File: src/rtl/inst_rom_arbiter_if.sv
// inst_rom_arbiter_if: one requester's read request and response-slot handshake
interface inst_rom_arbiter_if #(
    parameter int ADDR_W = 32,
    parameter int DATA_W = 32
);
    logic              req;
    logic [ADDR_W-1:0] addr;
    logic              gnt;
    logic              rvalid;
    logic [DATA_W-1:0] rdata;
    logic              rerr;
    logic              rready;
    modport master (output req, addr, rready, input gnt, rvalid, rdata, rerr);
    modport slave  (input req, addr, rready, output gnt, rvalid, rdata, rerr);
endinterface

File: src/rtl/inst_rom_arbiter.sv
// inst_rom_arbiter: round-robin sharing of one combinational instruction ROM between two read
// ports, each with a one-entry registered response slot.
module inst_rom_arbiter #(
    parameter int ADDR_W    = 32,
    parameter int DATA_W    = 32,
    parameter int MEM_WORDS = 131071
) (
    input  logic              clk,
    input  logic              rst,
    output logic              rom_ce,
    output logic [ADDR_W-1:0] rom_addr,
    input  logic [DATA_W-1:0] rom_inst,
    inst_rom_arbiter_if.slave p0,
    inst_rom_arbiter_if.slave p1
);
    logic              rr, elig0, elig1, win1, any, bad;
    logic [ADDR_W-1:0] a, word;
    // A port may be granted only when its slot is empty or being drained this cycle.
    always_comb begin
        elig0 = p0.req & (~p0.rvalid | p0.rready);
        elig1 = p1.req & (~p1.rvalid | p1.rready);
        win1  = elig1 & (~elig0 | rr);
        any   = ~rst & (elig0 | elig1);
        a     = win1 ? p1.addr : p0.addr;
        word  = a >> 2;
        bad   = (a[1:0] != 2'b0) | (word >= ADDR_W'(MEM_WORDS));
    end
    assign p0.gnt   = any & ~win1;
    assign p1.gnt   = any & win1;
    assign rom_ce   = any & ~bad;
    assign rom_addr = rom_ce ? a : '0;
    always_ff @(posedge clk or posedge rst) begin
        if (rst) begin
            rr        <= 1'b0;
            p0.rvalid <= 1'b0;
            p0.rdata  <= '0;
            p0.rerr   <= 1'b0;
            p1.rvalid <= 1'b0;
            p1.rdata  <= '0;
            p1.rerr   <= 1'b0;
        end else begin
            if (any) rr <= ~win1;
            if (p0.gnt) begin
                p0.rvalid <= 1'b1;
                p0.rdata  <= bad ? '0 : rom_inst;
                p0.rerr   <= bad;
            end else if (p0.rready) p0.rvalid <= 1'b0;
            if (p1.gnt) begin
                p1.rvalid <= 1'b1;
                p1.rdata  <= bad ? '0 : rom_inst;
                p1.rerr   <= bad;
            end else if (p1.rready) p1.rvalid <= 1'b0;
        end
    end
endmodule

File: src/flat_wrapper.sv
// flat-port wrapper written by rule: the top's interface ports become plain ports
module inst_rom_arbiter_flat 
#(
    parameter int ADDR_W    = 32,
    parameter int DATA_W    = 32,
    parameter int MEM_WORDS = 131071
)
  (clk, rst, rom_ce, rom_addr, rom_inst, p0_req, p0_addr, p0_rready, p0_gnt, p0_rvalid, p0_rdata, p0_rerr, p1_req, p1_addr, p1_rready, p1_gnt, p1_rvalid, p1_rdata, p1_rerr);
  inst_rom_arbiter_if #(.ADDR_W(ADDR_W), .DATA_W(DATA_W)) p0_i ();
  inst_rom_arbiter_if #(.ADDR_W(ADDR_W), .DATA_W(DATA_W)) p1_i ();
  input  logic clk;
  input  logic rst;
  output logic rom_ce;
  output logic [ADDR_W-1:0] rom_addr;
  input  logic [DATA_W-1:0] rom_inst;
  input wire logic [$bits(p0_i.req)-1:0] p0_req;
  input wire logic [$bits(p0_i.addr)-1:0] p0_addr;
  input wire logic [$bits(p0_i.rready)-1:0] p0_rready;
  output wire logic [$bits(p0_i.gnt)-1:0] p0_gnt;
  output wire logic [$bits(p0_i.rvalid)-1:0] p0_rvalid;
  output wire logic [$bits(p0_i.rdata)-1:0] p0_rdata;
  output wire logic [$bits(p0_i.rerr)-1:0] p0_rerr;
  input wire logic [$bits(p1_i.req)-1:0] p1_req;
  input wire logic [$bits(p1_i.addr)-1:0] p1_addr;
  input wire logic [$bits(p1_i.rready)-1:0] p1_rready;
  output wire logic [$bits(p1_i.gnt)-1:0] p1_gnt;
  output wire logic [$bits(p1_i.rvalid)-1:0] p1_rvalid;
  output wire logic [$bits(p1_i.rdata)-1:0] p1_rdata;
  output wire logic [$bits(p1_i.rerr)-1:0] p1_rerr;
  assign p0_i.req = p0_req;
  assign p0_i.addr = p0_addr;
  assign p0_i.rready = p0_rready;
  assign p0_gnt = p0_i.gnt;
  assign p0_rvalid = p0_i.rvalid;
  assign p0_rdata = p0_i.rdata;
  assign p0_rerr = p0_i.rerr;
  assign p1_i.req = p1_req;
  assign p1_i.addr = p1_addr;
  assign p1_i.rready = p1_rready;
  assign p1_gnt = p1_i.gnt;
  assign p1_rvalid = p1_i.rvalid;
  assign p1_rdata = p1_i.rdata;
  assign p1_rerr = p1_i.rerr;
  inst_rom_arbiter #(.ADDR_W(ADDR_W), .DATA_W(DATA_W), .MEM_WORDS(MEM_WORDS)) u_core (.clk(clk), .rst(rst), .rom_ce(rom_ce), .rom_addr(rom_addr), .rom_inst(rom_inst), .p0(p0_i), .p1(p1_i));
endmodule
File: config.mk
export PLATFORM = sky130hd
export DESIGN_NAME = inst_rom_arbiter_flat
export DESIGN_NICKNAME = d
export VERILOG_FILES = /design/src/rtl/inst_rom_arbiter_if.sv /design/src/rtl/inst_rom_arbiter.sv /design/src/flat_wrapper.sv
export SDC_FILE = /design/constraint.sdc
export NUM_CORES = 1
export LEC_CHECK = 0
export CAP_MARGIN = 20
export CORE_MARGIN = 8
export CORE_UTILIZATION = 37
export CTS_CLUSTER_SIZE = 20
export DETAILED_ROUTE_END_ITERATION = 12
export HOLD_SLACK_MARGIN = 0.06
export PLACE_DENSITY = 0.9
export SETUP_SLACK_MARGIN = 0.3
export SLEW_MARGIN = 20
export SYNTH_ARGS = -nofsm -noshare
export SYNTH_HDL_FRONTEND = slang
export SYNTH_SLANG_ARGS = --single-unit
File: constraint.sdc
create_clock -name clk -period 7.7 [get_ports clk]
set_clock_uncertainty 0.2 [all_clocks]
set_input_delay 2.31 -clock clk [delete_from_list [all_inputs] [get_ports clk]]
set_output_delay 2.31 -clock clk [all_outputs]
set_load 0.05 [all_outputs]
==> impl_summary.md <==
CTS
The total of cells resized after clock tree synthesis is 0. Once the clock tree was built, the setup fixing pass inserted 0 buffers. The root buffer cell chosen for the clock tree is sky130_fd_sc_hd__clkbuf_8. TritonCTS created 9 clock buffers.

The clock reaches the later pin of the worst-skew pair after 0.32 ns. The number of buffers inserted for hold repair after clock tree synthesis is 0. The number of levels in the clock H-tree is 3. The count of clock tree sinks is ~70. Counting along the longest clock path gives a buffer depth of 2. Clock-pin slew was measured on the worst setup and hold paths at about 0.07 ns.

TritonCTS built the clock tree.

Logic synthesis
Measured against the total synthesized area, the mux share comes to 0%. The share of flip-flops with an asynchronous set or reset is 100%. The number of register bits inferred by synthesis is 69.

The synthesized netlist occupies a cell area of 3250 um2. Counting flops with a built-in enable in the synthesized netlist gives 0. The area share of and/or/nand/nor cells after synthesis is 10.2%. Ranked by total cell area, the synthesized netlist is headed by sky130_fd_sc_hd__dfrtp_1 (53%), sky130_fd_sc_hd__a22o_1 (17%), sky130_fd_sc_hd__nand2_1 (4.5%), sky130_fd_sc_hd__a221oi_2 (4.2%), sky130_fd_sc_hd__buf_4 (3.7%).

The parity-gate share of the synthesized area counting xor and xnor cells is 0%. The synthesized-area fraction occupied by adder cells is 0%. The number of different library cells used by synthesis comes to 29. The biggest area contributor in the post-synthesis netlist is sky130_fd_sc_hd__dfrtp_1.

In the synthesized netlist the dominant register cell turns out to be sky130_fd_sc_hd__dfrtp_1. The compound-gate portion of the synthesized area is roughly 28%. Synthesis handed over a netlist of 273 instances. By area, the combinational part of the netlist is dominated by compound AO/OA/AOI/OAI gates.

Of the synthesized area, sequential elements account for a little over half. In this run the mean area of a mapped cell was between 10 and 15 um2. The top cell type by area accounts for approximately 53% of the synthesized area.

Yosys printed 0 warnings.

Timing
The final cycle utilization of the critical path is between 90 and 100%. The highest clock rate is approximately 0.14 GHz. For the pin with the worst max-slew slack, the measured transition is roughly 0.98 ns. The max-slew violation count is 0. The relative slew slack is a little over a third.

The final setup violation count is 0. Setup repair after global routing left no endpoint under its margin. The final number of hold-violating endpoints is 0. For the finished layout, the period the worst path requires is 7.18 ns. The setup TNS is 0 ns.

Die
The floorplan die area is approximately 12000 um2. The initial standard-cell utilization of the core is roughly 38%. The row count is 34. From left edge to right edge, the die measures 110 um. The die height is approximately 110 um. In this run the standard cell core region covers approximately 8600 um2. Pin placement for this block handled around 210 I/O pins.

Power and ir drop
In this run the static leakage power is ~2.3 nW. The power consumption is about 860 uW. VDD sags by at most 115 uV. The total power divided by cell area is roughly 160 nW/um2.

Final layout
In the final layout, the multi-input gates occupy approximately 1300 um2. The area used by sequential logic in the layout is ~1700 um2. The repair_antennas step left the layout with diodes totalling 0. The ratio of cells with drive above 1 in the final layout is a little over an eighth. The share of the core filled with cells is 61.8%. For this run, the post-layout net count is between 500 and 600.

From synthesis to final layout, the design area changed by 64.4%. The filler cell count in the final layout is ~670.

Drt
The detailed-router iteration count before antenna repair is 5. After detailed routing, the number of remaining DRC violations is 0. The final layout contains routed wiring with a total length of approximately 12000 um. The detailed-route vias per instance is approximately 5.4. The antenna violation net count after detailed routing is 0. The routed wirelength normalized by instance count is 20.4 um.

The detailed router finished its first iteration with around 150 violations. Summing over every cut layer, the via total after detailed routing is 3096.

Job
Max-cap violations in this run came to 0.

Global route
The wire length of the first global-routing pass is 17500 um. Global routing consumed, over all layers together, a little under a fifth of the routing resources. The via count of the first global-routing pass is around 3300. For this run the aggregate overflow at the end of global routing stands at 0. The initial antenna violation count is 0. The largest net degree at the start of global routing is about 70.

Place
The congestion estimate from routability-driven global placement came to slightly above 0.8. The total half-perimeter wirelength after legalization and detailed placement is a little under 9000 um. The number of port buffers is approximately 190.

Setup path
STA puts the critical path data required time at a little over 5 ns. The critical path is of the in2out type. The biggest fanout along the worst timing path is 18. The critical path capture point type is an output port. The worst endpoint data arrival time is 4.67 ns. The worst setup path is launched from an input pin.

Outcome
The flow ran to the end, and the final reports show no timing, DRC or antenna violations.

Hold path
The path category of the worst min-delay check is reg2reg.
sequential cells by signal, summed over array words and instances (netlist names):
signal and flops:
u_core.p0.rdata 32, u_core.p1.rvalid 1, u_core.p1.rerr 1, u_core.p0.rerr 1
u_core.p1.rdata 32, u_core.rr 1, u_core.p0.rvalid 1
critical path, cell delays in order:
cell,delay [ns]
sky130_fd_sc_hd__clkdlybuf4s50_1,0.41
sky130_fd_sc_hd__nor4_2,0.31
sky130_fd_sc_hd__nand4_1,0.24
sky130_fd_sc_hd__a311o_1,0.70
sky130_fd_sc_hd__a221oi_1,0.43
sky130_fd_sc_hd__buf_4,0.26
cell type report:
cell class	count	area share, %
tap	108	2.53
sequential	69	32.3
clock buffer	12	3.09
timing repair buffer	199	35.9
multi-input combinational	174	24.2
clock inverter	4	1.45
inverter	6	0.492
cells by family after synthesis:
logic type             count (synthesis)
AO/OA/AOI/OAI                         92
flip-flops                            69
AND/OR/NAND/NOR                       67
buffers and inverters                 44
other                                  1
power breakdown:
group	internal (mW)	switching (mW)	leakage [nW]	total, mW
logic	0.0618	0.0822	1.24	0.144
clock network	0.211	0.134	0.123	0.344
registers	0.365	0.00211	0.948	0.367
total	0.637	0.218	2.31	0.855
metrics by stage:
step / std cells / hold slack, ns / setup slack (ns) / area, um2
final: 572 / 0.303 / 0.519 / 5340
after global routing: 572 / 0.321 / 0.368 / 5340
after CTS: 572 / 0.308 / 0.501 / 5340
after detailed placement: 556 / 0.291 / 0.515 / 5090
after global placement: 556 / 0.280 / 0.557 / 5090
after floorplan: 287 / 0.322 / 0.349 / 3300
layer usage:
| layer | up-vias | wire length, um | track usage (%) |
|---|---|---|---|
| li1 | 1384 | - | - |
| met2 | 181 | 5320 | 29.3 |
| met3 | 20 | 1600 | 9.55 |
| met1 | 1511 | 4480 | 21.1 |
| met4 | 0 | 276 | 6.75 |
| met5 | - | 0 | 0 |
Yosys cell counts, types with 3 or more instances:
| master | count |
|---|---|
| sky130_fd_sc_hd__a21oi_1 | 4 |
| sky130_fd_sc_hd__a221oi_1 | 8 |
| sky130_fd_sc_hd__a221oi_2 | 9 |
| sky130_fd_sc_hd__a22o_1 | 64 |
| sky130_fd_sc_hd__buf_2 | 15 |
| sky130_fd_sc_hd__buf_4 | 16 |
| sky130_fd_sc_hd__buf_6 | 4 |
| sky130_fd_sc_hd__dfrtp_1 | 69 |
| sky130_fd_sc_hd__inv_1 | 6 |
| sky130_fd_sc_hd__nand2_1 | 39 |
| sky130_fd_sc_hd__nand4_1 | 8 |
| sky130_fd_sc_hd__nor2_1 | 3 |
| sky130_fd_sc_hd__nor4_1 | 5 |
| sky130_fd_sc_hd__nor4_2 | 3 |
path summary, 6_finish.rpt:
check	startpoint	end	slack, ns	cells after the start
worst min register to register	u_core.p1.rerr	u_core.p1.rerr	0.30	2
min in group asynchronous	rst	u_core.rr	2.56	3
worst max-delay path	p1_addr[0]	rom_addr[9]	0.52	6
max in group asynchronous	rst	u_core.p0.rdata[20]	4.16	3
worst max register to register	u_core.p0.rvalid	u_core.p0.rdata[5]	5.50	6
worst min-delay path	u_core.p1.rerr	u_core.p1.rerr	0.30	2
placed cells by master (no fill, tap or decap):
master and n:
sky130_fd_sc_hd__a2111oi_4 2, sky130_fd_sc_hd__a211o_1 1, sky130_fd_sc_hd__a21oi_1 4, sky130_fd_sc_hd__a221oi_1 8, sky130_fd_sc_hd__a221oi_2 9, sky130_fd_sc_hd__a22o_1 64, sky130_fd_sc_hd__a311o_1 1, sky130_fd_sc_hd__a32oi_2 1
sky130_fd_sc_hd__and3_1 2, sky130_fd_sc_hd__buf_4 30, sky130_fd_sc_hd__bufinv_16 2, sky130_fd_sc_hd__clkbuf_8 12, sky130_fd_sc_hd__clkdlybuf4s50_1 169, sky130_fd_sc_hd__clkinv_4 1, sky130_fd_sc_hd__clkinvlp_4 1, sky130_fd_sc_hd__conb_1 15
sky130_fd_sc_hd__dfrtp_1 69, sky130_fd_sc_hd__inv_1 5, sky130_fd_sc_hd__inv_6 1, sky130_fd_sc_hd__nand2_1 39, sky130_fd_sc_hd__nand2b_1 2, sky130_fd_sc_hd__nand4_1 8, sky130_fd_sc_hd__nor2_1 3, sky130_fd_sc_hd__nor2b_1 2
sky130_fd_sc_hd__nor3_1 2, sky130_fd_sc_hd__nor4_1 5, sky130_fd_sc_hd__nor4_2 3, sky130_fd_sc_hd__o311a_1 1, sky130_fd_sc_hd__o311ai_2 1, sky130_fd_sc_hd__or2b_1 1
(Power assumes the default switching activity.)
==> RTL change (same settings) <==
`ADDR_W` is set to 32 in 3 places; all go to 64.
--- a/src/rtl/inst_rom_arbiter_if.sv
+++ b/src/rtl/inst_rom_arbiter_if.sv
@@ -2,3 +2,3 @@
 interface inst_rom_arbiter_if #(
-    parameter int ADDR_W = 32,
+    parameter int ADDR_W = 64,
     parameter int DATA_W = 32
--- a/src/rtl/inst_rom_arbiter.sv
+++ b/src/rtl/inst_rom_arbiter.sv
@@ -3,3 +3,3 @@
 module inst_rom_arbiter #(
-    parameter int ADDR_W    = 32,
+    parameter int ADDR_W    = 64,
     parameter int DATA_W    = 32,
--- a/src/flat_wrapper.sv
+++ b/src/flat_wrapper.sv
@@ -3,3 +3,3 @@
 #(
-    parameter int ADDR_W    = 32,
+    parameter int ADDR_W    = 64,
     parameter int DATA_W    = 32,
Interface: changed (resized p0_addr, p1_addr and rom_addr); port bits go from 205 to 301. The function was not compared with the original's and may differ.
==> RTL change against the unedited design <==
  * Sequential cell count unchanged
  * Wire length is 32% higher
  * Sequential power about the same
  * Final area grew 15%
  * Worst setup slack better by 0.11 ns
  * Final cell count rose by 22%
  * Area after synthesis rose by 8.6%
  * Core utilization grew 4.7 points
  * Total power rose by 1.5%
  * Global-route usage increased by 4.7 points
  * Highest routed layer unchanged
==> RTL change: results (changes against the unedited design) <==
----------------------------------------------------
[CTS]
  Total setup buffers inserted after CTS ... 0 (unchanged)
  Cell chosen for the clock root ... clkbuf_8
  Num CTS Buffers ... 9 (unchanged)
  Clock H-tree levels ... 3 (unchanged)
  Maximum number of buffers from clock root to sink ... 2 (unchanged)

[Power and ir drop]
  Power in sequential cells ... 367 uW (about the same)
  Fraction of power consumed by the clock network ... 33.3% (-7.0 points)
  Sw Ratio ... 29.8% (+4.3 points)
  Largest voltage drop on the vdd net ... 0.111 mV (-3.0%)
  Power density cells ... 141 nW/um^2 (-12%)
  P_leak ... 2.63 nW (+14%)

[Global route]
  Global-route wire length before repair ... 23300 um (+33%)
  Via count of the first global-routing pass ... 3983 (+21%)
  Global routing usage summed across all routing layers ... 23.2% (+4.7 points)
  Grt total ovfl ... 0 (unchanged)
  Pin count of the biggest net entering global routing ... 71 (-1.4%)

[Status]
  Outcome ... complete, no violations

[Synth]
  Sequential cell area fraction in the yosys report ... 49.0% (-4.2 points)
  Most instantiated cells after synthesis ... 69 x dfrtp_1, 64 x a22o_1, 54 x buf_4
  Unique cell type count in the Yosys netlist ... 27 (-6.9%)
  Synth Flop Type ... dfrtp_1
  Leading cell types by total area after synthesis ... dfrtp_1 49%, a22o_1 16%, buf_4 11%

[Cells and area]
  Ratio of cells with drive above 1 in the final layout ... 10.6% (-3.0 points)
  Fillers ... 702 (+5.4%)
  Number of antenna diodes ... 0 (unchanged)
  Final layout net count ... 729 (+30%)

[Worst setup path]
  Critical Path Source ... p0_req
  R2r startpoint ... u_core.p1.rvalid
  Crit path arrival time ... 4.56 ns (-0.11 ns)

[Placement]
  Port Buffers ... 253 (+34%)
  GP Congestion ... 0.827 (+1.0%)
  Sum of net half-perimeters after detailed placement ... 12600 um (+43%)

[Routing]
  Number of vias per cell after detailed routing ... 5.16 (-4.7%)
  Routed wire length ... 15500 um (+32%)
  First drt pass iteration count ... 4 (-1)
  Iteration-0 DRC Markers ... 211 (+39%)

[Timing]
  Slew of the pin with the lowest slew margin ... 1.02 ns (+0.0444 ns)

[Worst hold path]
  Hold/Removal Path Class ... flop to flop

----------------------------------------------------
[RTL change: cell families (layout without fill, tap and decap cells)]
logic type / after synthesis / count (layout) / synth area share, %
compound gates: 71 / 71 / 18.1
buf+inv: 70 / 281 / 13.8
flops: 69 / 69 / 49.0
mux: 18 / 18 / 5.22
other cells: 1 / 47 / 0.106
simple gates: 82 / 82 / 13.8
[RTL change: worst paths after layout]
path                                 endpoint  slack, ns  depth (start not counted)
min in group asynchronous           u_core.rr       2.40                          3
hold reg to reg                u_core.p1.rerr       0.30                          2
hold / removal                 u_core.p1.rerr       0.30                          2
setup reg to reg           u_core.p1.rdata[7]       5.43                          6
setup / recovery                  rom_addr[5]       0.63                          7
max in group asynchronous      u_core.p1.rerr       4.32                          3
[RTL change: metrics by stage]
stage,std cells,hold slack (ns),utilization (%),worst slack (ns),cell area [sq um]
after floorplan,357,0.310,-,0.563,3700
after global placement,681,0.288,64.4,0.710,5950
after detailed placement,681,0.291,64.4,0.618,5950
after CTS,697,0.309,66.5,0.630,6150
after global routing,697,0.332,66.5,0.474,6150
final,697,0.303,66.5,0.632,6150
[RTL change: worst max-delay path, stage by stage]
cell and delay (ns):
clkdlybuf4s50_1 0.50, inv_2 0.05, o311ai_1 0.37, nor3_1 0.12, o21ai_2 0.82, nor3_1 0.13, buf_4 0.24
[RTL change: layout make-up]
class,instances,area share [%]
Timing Repair Buffer,260,41.6
Sequential cell,69,28.1
Multi-Input combinational cell,218,24.1
Tap cell,129,2.63
Clock buffer,9,2.01
Clock inverter,7,1.20
Inverter,5,0.305
[RTL change: metal layers]
layer / track usage, % / wire length [um] / share of wire [%]
met3: 6.71 / 1260 / 8.2
met5: 0 / 0 / 0
met2: 40.7 / 7800 / 50
met4: 8.26 / 400 / 2.6
met1: 26.3 / 5990 / 39
